`config.mk`:
```
export PLATFORM = sky130hd
export DESIGN_NAME = shift_right_unit
export DESIGN_NICKNAME = d
export VERILOG_FILES = /design/src/rtl/shift_unit_pkg.sv /design/src/rtl/shift_right_step.sv /design/src/rtl/shift_right_unit.sv
export SDC_FILE = /design/constraint.sdc
export NUM_CORES = 1
export LEC_CHECK = 0
export CORE_MARGIN = 2
export CORE_UTILIZATION = 35
export CTS_BUF_LIST = sky130_fd_sc_hd__clkbuf_8
export CTS_CLUSTER_SIZE = 20
export DETAILED_ROUTE_END_ITERATION = 16
export SETUP_SLACK_MARGIN = 0.15
export SLEW_MARGIN = 20
export SYNTH_ARGS = -nofsm -noshare
export SYNTH_HDL_FRONTEND = slang
export SYNTH_SLANG_ARGS = --single-unit
```
`constraint.sdc`:
```
create_clock -name clk -period 3.45 [get_ports clk]
set_clock_uncertainty 0.15 [all_clocks]
set_input_delay 0.69 -clock clk [delete_from_list [all_inputs] [get_ports clk]]
set_output_delay 0.69 -clock clk [all_outputs]
set_load 0.02 [all_outputs]
```
`src/rtl/shift_unit_pkg.sv`:
```
// ----------------------------------------------------------------------------
// shift_unit_pkg
//   Shared types and constants for the iterative right-shift unit.
//   - shift_state_e : FSM state encoding (IDLE / SHIFT / DONE)
//   - SHIFT_SRL / SHIFT_SRA : encodings of the arith_i opcode bit
// ----------------------------------------------------------------------------
package shift_unit_pkg;

    typedef enum logic [1:0] {
        S_IDLE  = 2'd0,
        S_SHIFT = 2'd1,
        S_DONE  = 2'd2
    } shift_state_e;

    localparam logic SHIFT_SRL = 1'b0;  // logical shift, zero fill
    localparam logic SHIFT_SRA = 1'b1;  // arithmetic shift, sign fill

endpackage : shift_unit_pkg

```
`src/rtl/shift_right_step.sv`:
```
// ----------------------------------------------------------------------------
// shift_right_step
//   Combinational right shift of a WIDTH-bit word by amt_i positions, with the
//   vacated upper bits taken from fill_i. The parent only ever requests
//   amounts in 0..STEP, but any amount below WIDTH is handled correctly.
// Ports:
//   data_i   in  WIDTH    word to shift
//   amt_i    in  SHAMT_W  shift distance
//   fill_i   in  1        value shifted in at the top
//   result_o out WIDTH    shifted word
// ----------------------------------------------------------------------------
module shift_right_step #(
    parameter int WIDTH   = 32,
    parameter int SHAMT_W = $clog2(WIDTH)
) (
    input  logic [WIDTH-1:0]   data_i,
    input  logic [SHAMT_W-1:0] amt_i,
    input  logic               fill_i,
    output logic [WIDTH-1:0]   result_o
);

    logic [WIDTH-1:0] res_s;
    logic [SHAMT_W:0] idx_s;

    // Per output bit: take the source bit amt positions higher, or the fill
    // bit once that source index runs off the top of the word.
    always_comb begin
        res_s = {WIDTH{1'b0}};
        idx_s = {(SHAMT_W+1){1'b0}};
        for (int j = 0; j < WIDTH; j++) begin
            idx_s = (SHAMT_W+1)'(j) + {1'b0, amt_i};
            if (idx_s[SHAMT_W] == 1'b0) begin
                res_s[j] = data_i[idx_s[SHAMT_W-1:0]];
            end else begin
                res_s[j] = fill_i;
            end
        end
    end

    assign result_o = res_s;

endmodule : shift_right_step

```
`src/rtl/shift_right_unit.sv`:
```
// ----------------------------------------------------------------------------
// shift_right_unit
//   Multi-cycle iterative right shifter (SRL / SRA) for the EX stage. Moves
//   STEP bit positions per clock; busy_o lets the hazard unit stall while an
//   operation is in flight, done_o pulses for one cycle with the result.
// Ports:
//   clk       in  1        rising-edge clock
//   reset     in  1        synchronous, active-high
//   start_i   in  1        request, accepted in IDLE or DONE only
//   arith_i   in  1        1 = SRA, 0 = SRL (sampled at accept)
//   shamt_i   in  SHAMT_W  shift amount (sampled at accept)
//   data_i    in  WIDTH    operand (sampled at accept)
//   busy_o    out 1        high while shifting
//   done_o    out 1        one-cycle completion pulse
//   result_o  out WIDTH    working/result register
// ----------------------------------------------------------------------------
module shift_right_unit
    import shift_unit_pkg::*;
#(
    parameter int WIDTH = 32,
    parameter int STEP  = 1,
    localparam int SHAMT_W = $clog2(WIDTH)
) (
    input  logic               clk,
    input  logic               reset,
    input  logic               start_i,
    input  logic               arith_i,
    input  logic [SHAMT_W-1:0] shamt_i,
    input  logic [WIDTH-1:0]   data_i,
    output logic               busy_o,
    output logic               done_o,
    output logic [WIDTH-1:0]   result_o
);

    // STEP may equal WIDTH, so it needs one bit more than a shift amount.
    localparam logic [SHAMT_W:0] STEP_W = (SHAMT_W+1)'(STEP);

    shift_state_e       state_r;
    shift_state_e       state_nxt_s;
    logic               busy_r;
    logic               done_r;
    logic               busy_nxt_s;
    logic               done_nxt_s;
    logic [WIDTH-1:0]   result_r;
    logic [SHAMT_W-1:0] rem_r;
    logic               fill_r;
    logic               accept_s;
    logic               last_s;
    logic [SHAMT_W-1:0] k_s;
    logic [WIDTH-1:0]   step_res_s;

    assign accept_s = start_i && ((state_r == S_IDLE) || (state_r == S_DONE));
    // Final SHIFT cycle when what is left fits in a single step.
    assign last_s   = ({1'b0, rem_r} <= STEP_W);

    // Distance moved this cycle: min(rem, STEP); never exceeds rem.
    always_comb begin
        k_s = rem_r;
        if (last_s) begin
            k_s = rem_r;
        end else begin
            k_s = STEP_W[SHAMT_W-1:0];
        end
    end

    shift_right_step #(
        .WIDTH   (WIDTH),
        .SHAMT_W (SHAMT_W)
    ) u_step (
        .data_i   (result_r),
        .amt_i    (k_s),
        .fill_i   (fill_r),
        .result_o (step_res_s)
    );

    // FSM state register.
    always_ff @(posedge clk) begin
        if (reset) begin
            state_r <= S_IDLE;
        end else begin
            state_r <= state_nxt_s;
        end
    end

    // FSM next-state logic; start_i only matters in IDLE and DONE.
    always_comb begin
        state_nxt_s = state_r;
        case (state_r)
            S_IDLE, S_DONE: begin
                if (accept_s) begin
                    if (shamt_i != {SHAMT_W{1'b0}}) begin
                        state_nxt_s = S_SHIFT;
                    end else begin
                        state_nxt_s = S_DONE;
                    end
                end else begin
                    state_nxt_s = S_IDLE;
                end
            end
            S_SHIFT: begin
                if (last_s) begin
                    state_nxt_s = S_DONE;
                end else begin
                    state_nxt_s = S_SHIFT;
                end
            end
            default: state_nxt_s = S_IDLE;
        endcase
    end

    // FSM output decode from the next state, so the flags register in step
    // with the state they describe.
    always_comb begin
        busy_nxt_s = 1'b0;
        done_nxt_s = 1'b0;
        case (state_nxt_s)
            S_SHIFT: busy_nxt_s = 1'b1;
            S_DONE:  done_nxt_s = 1'b1;
            S_IDLE:  begin
                busy_nxt_s = 1'b0;
                done_nxt_s = 1'b0;
            end
            default: begin
                busy_nxt_s = 1'b0;
                done_nxt_s = 1'b0;
            end
        endcase
    end

    // Registered handshake flags.
    always_ff @(posedge clk) begin
        if (reset) begin
            busy_r <= 1'b0;
            done_r <= 1'b0;
        end else begin
            busy_r <= busy_nxt_s;
            done_r <= done_nxt_s;
        end
    end

    // Datapath: load operands on accept, shift while in SHIFT, hold otherwise.
    // The fill bit is frozen at accept so the sign is not re-derived from the
    // partially shifted word.
    always_ff @(posedge clk) begin
        if (reset) begin
            result_r <= {WIDTH{1'b0}};
            rem_r    <= {SHAMT_W{1'b0}};
            fill_r   <= 1'b0;
        end else if (accept_s) begin
            result_r <= data_i;
            rem_r    <= shamt_i;
            fill_r   <= (arith_i == SHIFT_SRA) && data_i[WIDTH-1];
        end else if (state_r == S_SHIFT) begin
            result_r <= step_res_s;
            rem_r    <= rem_r - k_s;
            fill_r   <= fill_r;
        end else begin
            result_r <= result_r;
            rem_r    <= rem_r;
            fill_r   <= fill_r;
        end
    end

    assign busy_o   = busy_r;
    assign done_o   = done_r;
    assign result_o = result_r;

endmodule : shift_right_unit

```
==> impl_metrics.tcl, run 1 <==
set metrics [dict create \
    status "completed" \
    start_util 0.359 \
    synth-edff-count 0 \
    worstMarginPinSlew_ns 0.780 \
    switchingPower_mw 1.01 \
    hold_path.class "reg2reg" \
    setup_viol 0 \
    synth_common_cells "42 x dfxtp_1, 35 x nor2_1, 35 x o21ai_0" \
    fin_crit_sh 0.907 \
    comb_power_share 0.551 \
    cp-start-kind "register" \
    wl_per_cell_um 24.4 \
    worstReg2RegStart "rem_r[4]$_SDFFE_PP0P_" \
    cts.htree.levels 2 \
    cts_buffer_depth 2 \
    dieArea_um2 12600 \
    drive_gt1_frac 0.150 \
    hold-worst-slack_ns 0.390 \
    grt_overflow 0 \
    power.share.clock 0.159 \
    cts_tree "yes" \
    busiest_layer "met2" \
    yosys-top-cells-area "dfxtp_1 21%, mux4_2 12%, mux4_1 11%" \
    antenna_found_initial 0 \
    ir_drop_mv 0.197 \
    synth_top_area_cell "dfxtp_1" \
    max_cap_viol_count 0 \
    hold_path_depth 2 \
    syn_area_um2 4090 \
    cp_data_arrival_time_ns 3.16 \
    grt_max_degree 36 \
    worst_slack_ns 0.321 \
    critPathKind "reg2reg" \
    nets 602 \
    switching_share 0.432 \
    grt_pass1_vias 4256 \
    gr-usage-met3 0.0572 \
    synth_top_cell_area_share 0.205 \
    drt_wl_total_um 16800 \
    drt_iter0_drc 398 \
    endpoint_kind "register" \
    grt_pass1_wl_um 25600 \
    clock-root-buffer "clkbuf_8" \
    clock-sinks 42 \
    postSynthCellCount 447 \
    clk_latency_ns 0.32 \
    ys_ff_latch 42 \
    core_area_um2 11400 \
    met1_usage 0.367 \
    place_inst 674 \
    dieWidth_um 112 \
    power.share.sequential 0.290 \
    pre_cts_ws_ns 0.176 \
    post_drt_via_cell_ratio 6.41 \
    fp-row-count 39 \
    fmax_mhz 320 \
    synth_most_common_cell "dfxtp_1" \
    finalSetupTns_ns 0 \
    rsz0062_at_grt "no" \
    die_y_um 112 \
    area_delta_synth_final_pct 28.5 \
    intPower_mw 1.34 \
    async_flop_share 0 \
    portBuffers 74 \
    multiInputGateArea_um2 3150 \
    maxSlewHeadroom 0.477 \
    vias 4412 \
    ys_seq_area_frac 0.205 \
    yosysUniqueCellTypes 61 \
    synth_ff_type "dfxtp_1" \
    hold_path_end "rem_r[4]$_SDFFE_PP0P_" \
    num-fill-cells 1127 \
    cts_made_buffers 5 \
    cp_max_fo 11 \
    synth_area_per_cell_um2 9.16 \
    hpwlAfterDp_um 12200 \
    ioPinCount 75 \
    powerDensity_nw_per_um2 447 \
    hold_violations 0 \
    route.detailed.drc 0 \
    seqCellArea_um2 842 \
    period_minus_slack_ns 3.13 \
    path_clk_slew_ns 0.10 \
    min_from "rem_r[4]$_SDFFE_PP0P_" \
    yosysWarningCount 0 \
    grtUsageMet2 0.408 \
    holdBufCountCts 0 \
    r2r_slack_ns 0.32 \
    final_cells 688 \
    r2r.worst_path.cells 7 \
    diodes 0 \
    reg2reg_to "result_o[29]$_SDFFE_PP0P_" \
    leakage_nw 2.00 \
    dr.pass1.iters 5 \
    track_usage 0.265 \
    power_mw 2.35 \
    worstPathRequired_ns 3.48 \
    gp_congestion 1.01 \
    ant_nets 0 \
    slew_violations 0 \
]
per-stage QoR:
stage	cell area (um^2)	utilization
2_1_floorplan	4230	-
3_3_place_gp	5120	0.448
3_5_place_dp	5120	0.448
4_1_cts	5210	0.457
5_1_grt	5260	0.461
6_report	5260	0.461
kinds of logic after synthesis:
logic type	share of synthesized area
other	0.00183
AOI/OAI and AO/OA	0.270
adders and majority gates	0.0520
buffers and inverters	0.0547
DFF	0.205
and+or+nand+nor	0.130
muxes	0.285
worst max-delay path, stage by stage, from the launching register on:
cell and delay (ns):
dfxtp_2 0.35, or4_4 0.58, nor2_8 0.20, buf_4 0.25
mux4_1 0.70, mux4_2 0.53, nand3_1 0.11, a311oi_1 0.11
metal layers:
layer	share of wire	up-vias	routed length [um]
met5	0	-	0
met4	0.034	0	578
met3	0.093	54	1560
met2	0.45	266	7500
met1	0.43	2139	7160
li1	-	1953	-
flip-flops by register name, summed over array words and instances, names as in the netlist:
signal / cells
done_o: 1
result_o: 32
fill_r: 1
state_r: 2
busy_o: 1
rem_r: 5
worst max path at each step:
stage	start	end	slack (ns)	depth (start not counted)
after floorplan	rem_r[4]$_SDFFE_PP0P_	result_o[3]$_SDFFE_PP0P_	0.16	11
after global placement	rem_r[4]$_SDFFE_PP0P_	result_o[29]$_SDFFE_PP0P_	0.19	7
after detailed placement	rem_r[4]$_SDFFE_PP0P_	result_o[1]$_SDFFE_PP0P_	0.18	7
after CTS	rem_r[4]$_SDFFE_PP0P_	result_o[29]$_SDFFE_PP0P_	0.16	7
after global routing	rem_r[4]$_SDFFE_PP0P_	result_o[13]$_SDFFE_PP0P_	0.23	7
final	rem_r[4]$_SDFFE_PP0P_	result_o[29]$_SDFFE_PP0P_	0.32	7
power groups by stage:
| stage | combinational, mW | sequential (mW) | clock [mW] |
|---|---|---|---|
| 2_1_floorplan | 0.812 | 0.687 | 0 |
| 3_3_place_gp | 1.21 | 0.684 | 0 |
| 3_5_place_dp | 1.21 | 0.685 | 0 |
| 4_1_cts | 1.21 | 0.675 | 0.384 |
| 5_1_grt | 1.38 | 0.687 | 0.408 |
| 6_report | 1.30 | 0.683 | 0.373 |
timing repair:
item	4_1_cts	5_1_grt
buffers inserted	0	6
endpoints found under the setup margin	0	10
resized for setup	0	1
layout by cell type (no fill, tap or decap), types with 6 or more instances in the layout:
| cell type | netlist | layout |
|---|---|---|
| a311oi_1 | 6 | 6 |
| clkdlybuf4s50_1 | 0 | 74 |
| ha_1 | 17 | 16 |
| nor2_1 | 35 | 35 |
| conb_1 | 2 | 29 |
| o22ai_1 | 7 | 7 |
| nand3_1 | 9 | 9 |
| inv_1 | 7 | 7 |
| a22oi_1 | 10 | 10 |
| a31oi_1 | 7 | 7 |
| buf_4 | 0 | 29 |
| o21ai_0 | 35 | 35 |
| mux2i_1 | 17 | 17 |
| o211ai_1 | 6 | 6 |
| o221ai_1 | 8 | 8 |
| a21oi_1 | 33 | 33 |
| mux2_2 | 7 | 7 |
| dfxtp_1 | 42 | 41 |
| nor3_1 | 6 | 6 |
| nand2_1 | 31 | 31 |
| a211oi_1 | 7 | 7 |
| mux4_2 | 21 | 22 |
| mux4_1 | 17 | 16 |
area by class of cell:
type / count / share of cell area
Clock inverter: 3 / 0.00499
Sequential cell: 42 / 0.160
Timing Repair Buffer: 103 / 0.182
Inverter: 10 / 0.00713
Multi-Input combinational cell: 382 / 0.599
Tap cell: 143 / 0.0340
Clock buffer: 5 / 0.0131
Note: power is estimated with default switching activity, not from simulation.
==> run 2: changes to the inputs <==
- REMOVE_ABC_BUFFERS: unset -> 1
==> impl_metrics.tcl, run 2 (synthesis gave the netlist of run 1 again) <==
set metrics [dict create \
    slowest_stage "or4_4" \
    die_y_um 112 \
    start_util 0.359 \
    leakage_nw 1.98 \
    diodes 0 \
    clock-sinks 42 \
    clock-root-buffer "clkbuf_8" \
    layout_commonest_cell "clkdlybuf4s50_1" \
    finish.utilization 0.458 \
    most-common-layout-cells "74 x clkdlybuf4s50_1, 42 x dfxtp_1, 35 x o21ai_0, 35 x nor2_1, 33 x a21oi_1" \
    maxSlewHeadroom 0.573 \
    cp_slowest_stage_delay_ns 0.59 \
    grt_pass1_vias 4260 \
    switchingPower_mw 0.991 \
    ant_nets 0 \
    switching_share 0.431 \
    grt_overflow 0 \
    period_minus_slack_ns 3.21 \
    track_usage 0.254 \
    slew_violations 0 \
    critPathKind "reg2reg" \
    hold_path.class "reg2reg" \
    power.share.clock 0.155 \
    hold-worst-slack_ns 0.393 \
    setup_viol 0 \
    dieArea_um2 12600 \
    path_clk_slew_ns 0.10 \
    dieWidth_um 112 \
    power.share.sequential 0.294 \
    cts.htree.levels 2 \
    grt_pass1_wl_um 25000 \
    drive_gt1_frac 0.144 \
    endpoint_kind "register" \
    vias 4362 \
    fin_crit_sh 0.931 \
    antenna_found_initial 0 \
    hpwlAfterDp_um 11600 \
    core_area_um2 11400 \
    portBuffers 74 \
    area_delta_synth_final_pct 27.9 \
    cts_made_buffers 5 \
    worstMarginPinSlew_ns 0.637 \
    gp_congestion 0.936 \
    ir_drop_mv 0.172 \
    holdBufCountCts 0 \
    grt_max_degree 36 \
    max_cap_viol_count 0 \
    worstPathRequired_ns 3.50 \
    drt_iter0_drc 371 \
    cts_buffer_depth 2 \
    route.detailed.drc 0 \
    fmax_mhz 311 \
    drt_wl_total_um 16000 \
    cts_tree "yes" \
    ioPinCount 75 \
    wl_per_cell_um 23.4 \
    hold_violations 0 \
    rsz0062_at_grt "no" \
    comb_power_share 0.551 \
    status "completed" \
    crit_chain "or4_4, nor2_8, ha_1, buf_4, mux4_1, mux4_2, mux2i_2, o21ai_0" \
    nets 599 \
    powerDensity_nw_per_um2 439 \
    largest_register_ffs 32 \
    cp-start-kind "register" \
    dr.pass1.iters 8 \
    intPower_mw 1.31 \
    cp_max_fo 12 \
    fp-row-count 39 \
    post_drt_via_cell_ratio 6.37 \
    cp_data_arrival_time_ns 3.26 \
    clk_latency_ns 0.31 \
]
[run 2: stage by stage]
step / cell area, um^2 / total power, mW / cells / setup TNS (ns) / setup slack (ns)
detailed placement: 5120 / 1.87 / 674 / 0 / 0.142
CTS: 5240 / 2.25 / 685 / 0 / 0.169
floorplan: 4010 / 1.42 / 434 / -0.00557 / -0.00557
global placement: 5120 / 1.86 / 674 / 0 / 0.170
finish: 5240 / 2.30 / 685 / 0 / 0.238
global route: 5240 / 2.41 / 685 / 0 / 0.170
[run 2: path summary, 6_finish.rpt]
| kind | cells past startpoint | slack, ns | end | from |
|---|---|---|---|---|
| worst max-delay path | 8 | 0.24 | result_o[1]$_SDFFE_PP0P_ | rem_r[1]$_SDFFE_PP0P_ |
| worst min-delay path | 2 | 0.39 | rem_r[1]$_SDFFE_PP0P_ | rem_r[1]$_SDFFE_PP0P_ |
| worst max register to register | 8 | 0.24 | result_o[1]$_SDFFE_PP0P_ | rem_r[1]$_SDFFE_PP0P_ |
| worst min register to register | 2 | 0.39 | rem_r[1]$_SDFFE_PP0P_ | rem_r[1]$_SDFFE_PP0P_ |
[run 2: timing repair]
item | in CTS | in global routing
setup endpoints to repair | 1 | 4
pin swaps | 1 | 0
resized for setup | 1 | 2
setup buffers | 3 | 0
[run 2: final cells by class]
type | count | area, um^2
Fill cell | 1162 | 6180
Multi-Input combinational cell | 382 | 3140
Timing Repair Buffer | 100 | 948
Sequential cell | 42 | 841
Tap cell | 143 | 179
Clock buffer | 5 | 68.8
Inverter | 10 | 37.5
Clock inverter | 3 | 21.3
[run 2: per-layer routing]
layer	GRT usage	vias to the layer above	wire (um)
li1	-	1957	-
met2	0.400	290	7280
met1	0.350	2073	6540
met5	0	-	0
met3	0.0513	42	1710
met4	0.0870	0	497
[run 2: worst max-delay path: cells and delay by family (launching register included)]
kind | cells | cell delay, ns
and+or+nand+nor | 2 | 0.79
muxes | 3 | 1.09
adders and majority gates | 1 | 0.32
DFF | 1 | 0.37
buffers and inverters | 1 | 0.22
AOI/OAI and AO/OA | 1 | 0.14
[run 2: power by group through the flow]
| stage | clock network (mW) | registers (mW) | logic [mW] |
|---|---|---|---|
| final | 0.357 | 0.675 | 1.27 |
| after global routing | 0.381 | 0.683 | 1.35 |
| after CTS | 0.361 | 0.670 | 1.22 |
| after detailed placement | 0 | 0.680 | 1.19 |
| after global placement | 0 | 0.679 | 1.18 |
| after floorplan | 0 | 0.691 | 0.734 |
==> run 3: changes to the inputs <==
- clock period: 3.45 -> 3.29 ns (I/O delays scaled with it)
==> impl_metrics.tcl, run 3 (synthesis gave the netlist of run 1 again) <==
set metrics [dict create \
    setup_viol 0 \
    r2r_slack_ns 0.27 \
    seqCellArea_um2 841 \
    fmax_mhz 331 \
    maxSlewHeadroom 0.542 \
    r2r.worst_path.cells 6 \
    clock-sinks 42 \
    fin_crit_sh 0.919 \
    min_from "rem_r[2]$_SDFFE_PP0P_" \
    powerDensity_nw_per_um2 460 \
    path_clk_slew_ns 0.10 \
    worstPathRequired_ns 3.36 \
    core_area_um2 11400 \
    hold_path.class "reg2reg" \
    ioPinCount 75 \
    max_cap_viol_count 0 \
    hold_path_end "rem_r[2]$_SDFFE_PP0P_" \
    dieWidth_um 112 \
    layout_commonest_cell "clkdlybuf4s50_1" \
    rsz0062_at_grt "no" \
    cp_max_fo 6 \
    power_mw 2.41 \
    drt_iter0_drc 468 \
    clk_latency_ns 0.32 \
    num-fill-cells 1134 \
    hold_violations 0 \
    track_usage 0.259 \
    ant_nets 0 \
    endpoint_kind "register" \
    die_y_um 112 \
    most-common-layout-cells "74 x clkdlybuf4s50_1, 42 x dfxtp_1, 35 x o21ai_0, 35 x nor2_1, 33 x a21oi_1" \
    portBuffers 74 \
    area_delta_synth_final_pct 28.1 \
    clock-root-buffer "clkbuf_8" \
    hold-worst-slack_ns 0.417 \
    dieArea_um2 12600 \
    drt_wl_total_um 16400 \
    route.detailed.drc 0 \
    slew_violations 0 \
    cp_data_arrival_time_ns 3.09 \
    multiInputGateArea_um2 3130 \
    cts_buffer_depth 2 \
    worstReg2RegStart "rem_r[2]$_SDFFE_PP0P_" \
    grt_pass1_wl_um 25400 \
    cp-start-kind "register" \
    grt_max_degree 36 \
    nets 601 \
    start_util 0.359 \
    cts_made_buffers 5 \
    crit_path_start "rem_r[2]$_SDFFE_PP0P_" \
    leakage_nw 1.99 \
    gp_congestion 0.928 \
    cts_tree "yes" \
    antenna_found_initial 0 \
    worstMarginPinSlew_ns 0.682 \
    drive_gt1_frac 0.147 \
    period_minus_slack_ns 3.02 \
    hpwlAfterDp_um 11900 \
    status "completed" \
    critPathKind "reg2reg" \
    grt_overflow 0 \
    diodes 0 \
    dr.pass1.iters 5 \
    fp-row-count 39 \
    reg2reg_to "result_o[3]$_SDFFE_PP0P_" \
    cts.htree.levels 2 \
    hold_path_depth 2 \
    vias 4439 \
    ir_drop_mv 0.181 \
    largest_register_ffs 32 \
    wl_per_cell_um 23.9 \
    grt_pass1_vias 4349 \
    post_drt_via_cell_ratio 6.46 \
]
run 3: cell count changes in the layout (fill, tap and decap cells not counted):
cell	before	now
mux4_2	22	23
mux2i_2	1	0
mux4_1	16	15
buf_4	25	27
mux2i_1	16	17
run 3: per-stage QoR:
step | std cells | setup slack [ns] | cell area (um^2) | TNS [ns] | util
floorplan | 434 | -0.166 | 4010 | -0.324 | -
detailed placement | 677 | 0.197 | 5140 | 0 | 0.450
global placement | 677 | 0.248 | 5140 | 0 | 0.450
CTS | 685 | 0.166 | 5230 | 0 | 0.458
global route | 687 | 0.162 | 5240 | 0 | 0.459
finish | 687 | 0.266 | 5240 | 0 | 0.459
run 3: how the worst max path moves through the flow:
stage                                            to  depth (start not counted)
after global routing      result_o[17]$_SDFFE_PP0P_                          7
after CTS                 result_o[11]$_SDFFE_PP0P_                          8
after global placement     result_o[3]$_SDFFE_PP0P_                          6
after floorplan           result_o[19]$_SDFFE_PP0P_                          7
final                      result_o[3]$_SDFFE_PP0P_                          6
after detailed placement  result_o[15]$_SDFFE_PP0P_                          7
run 3: area by class of cell:
class / instances / share of cell area
Inverter: 10 / 0.00716
Clock inverter: 3 / 0.00406
Timing Repair Buffer: 102 / 0.184
Tap cell: 143 / 0.0341
Multi-Input combinational cell: 382 / 0.597
Clock buffer: 5 / 0.0131
Sequential cell: 42 / 0.160
run 3: timing repair:
item                       4_1_cts  5_1_grt
gates resized for setup          0        3
hold buffers                     0        0
buffers inserted                 0        2
hold endpoints to repair         0        0
setup endpoints to repair        0        9
run 3: worst max-delay path, stage by stage (launching register included):
cell and delay [ns]:
dfxtp_1 0.35, or4_4 0.56, nor2_8 0.16, mux4_1 0.66
mux4_2 0.49, or2_2 0.29, a32o_1 0.26
run 3: layer usage:
metal | part of all wire | global-route usage | wire [um] | vias to the layer above
met4 | 0.029 | 0.0894 | 475 | 0
met2 | 0.45 | 0.408 | 7400 | 262
li1 | - | - | - | 1954
met5 | 0 | 0 | 0 | -
met3 | 0.087 | 0.0454 | 1430 | 34
met1 | 0.43 | 0.360 | 7090 | 2189
run 3: power by group:
part           total, mW  switching (mW)  internal [mW]
Clock              0.372           0.222          0.150
Combinational       1.33           0.685          0.650
Sequential         0.707           0.132          0.575
Total               2.41            1.04           1.37
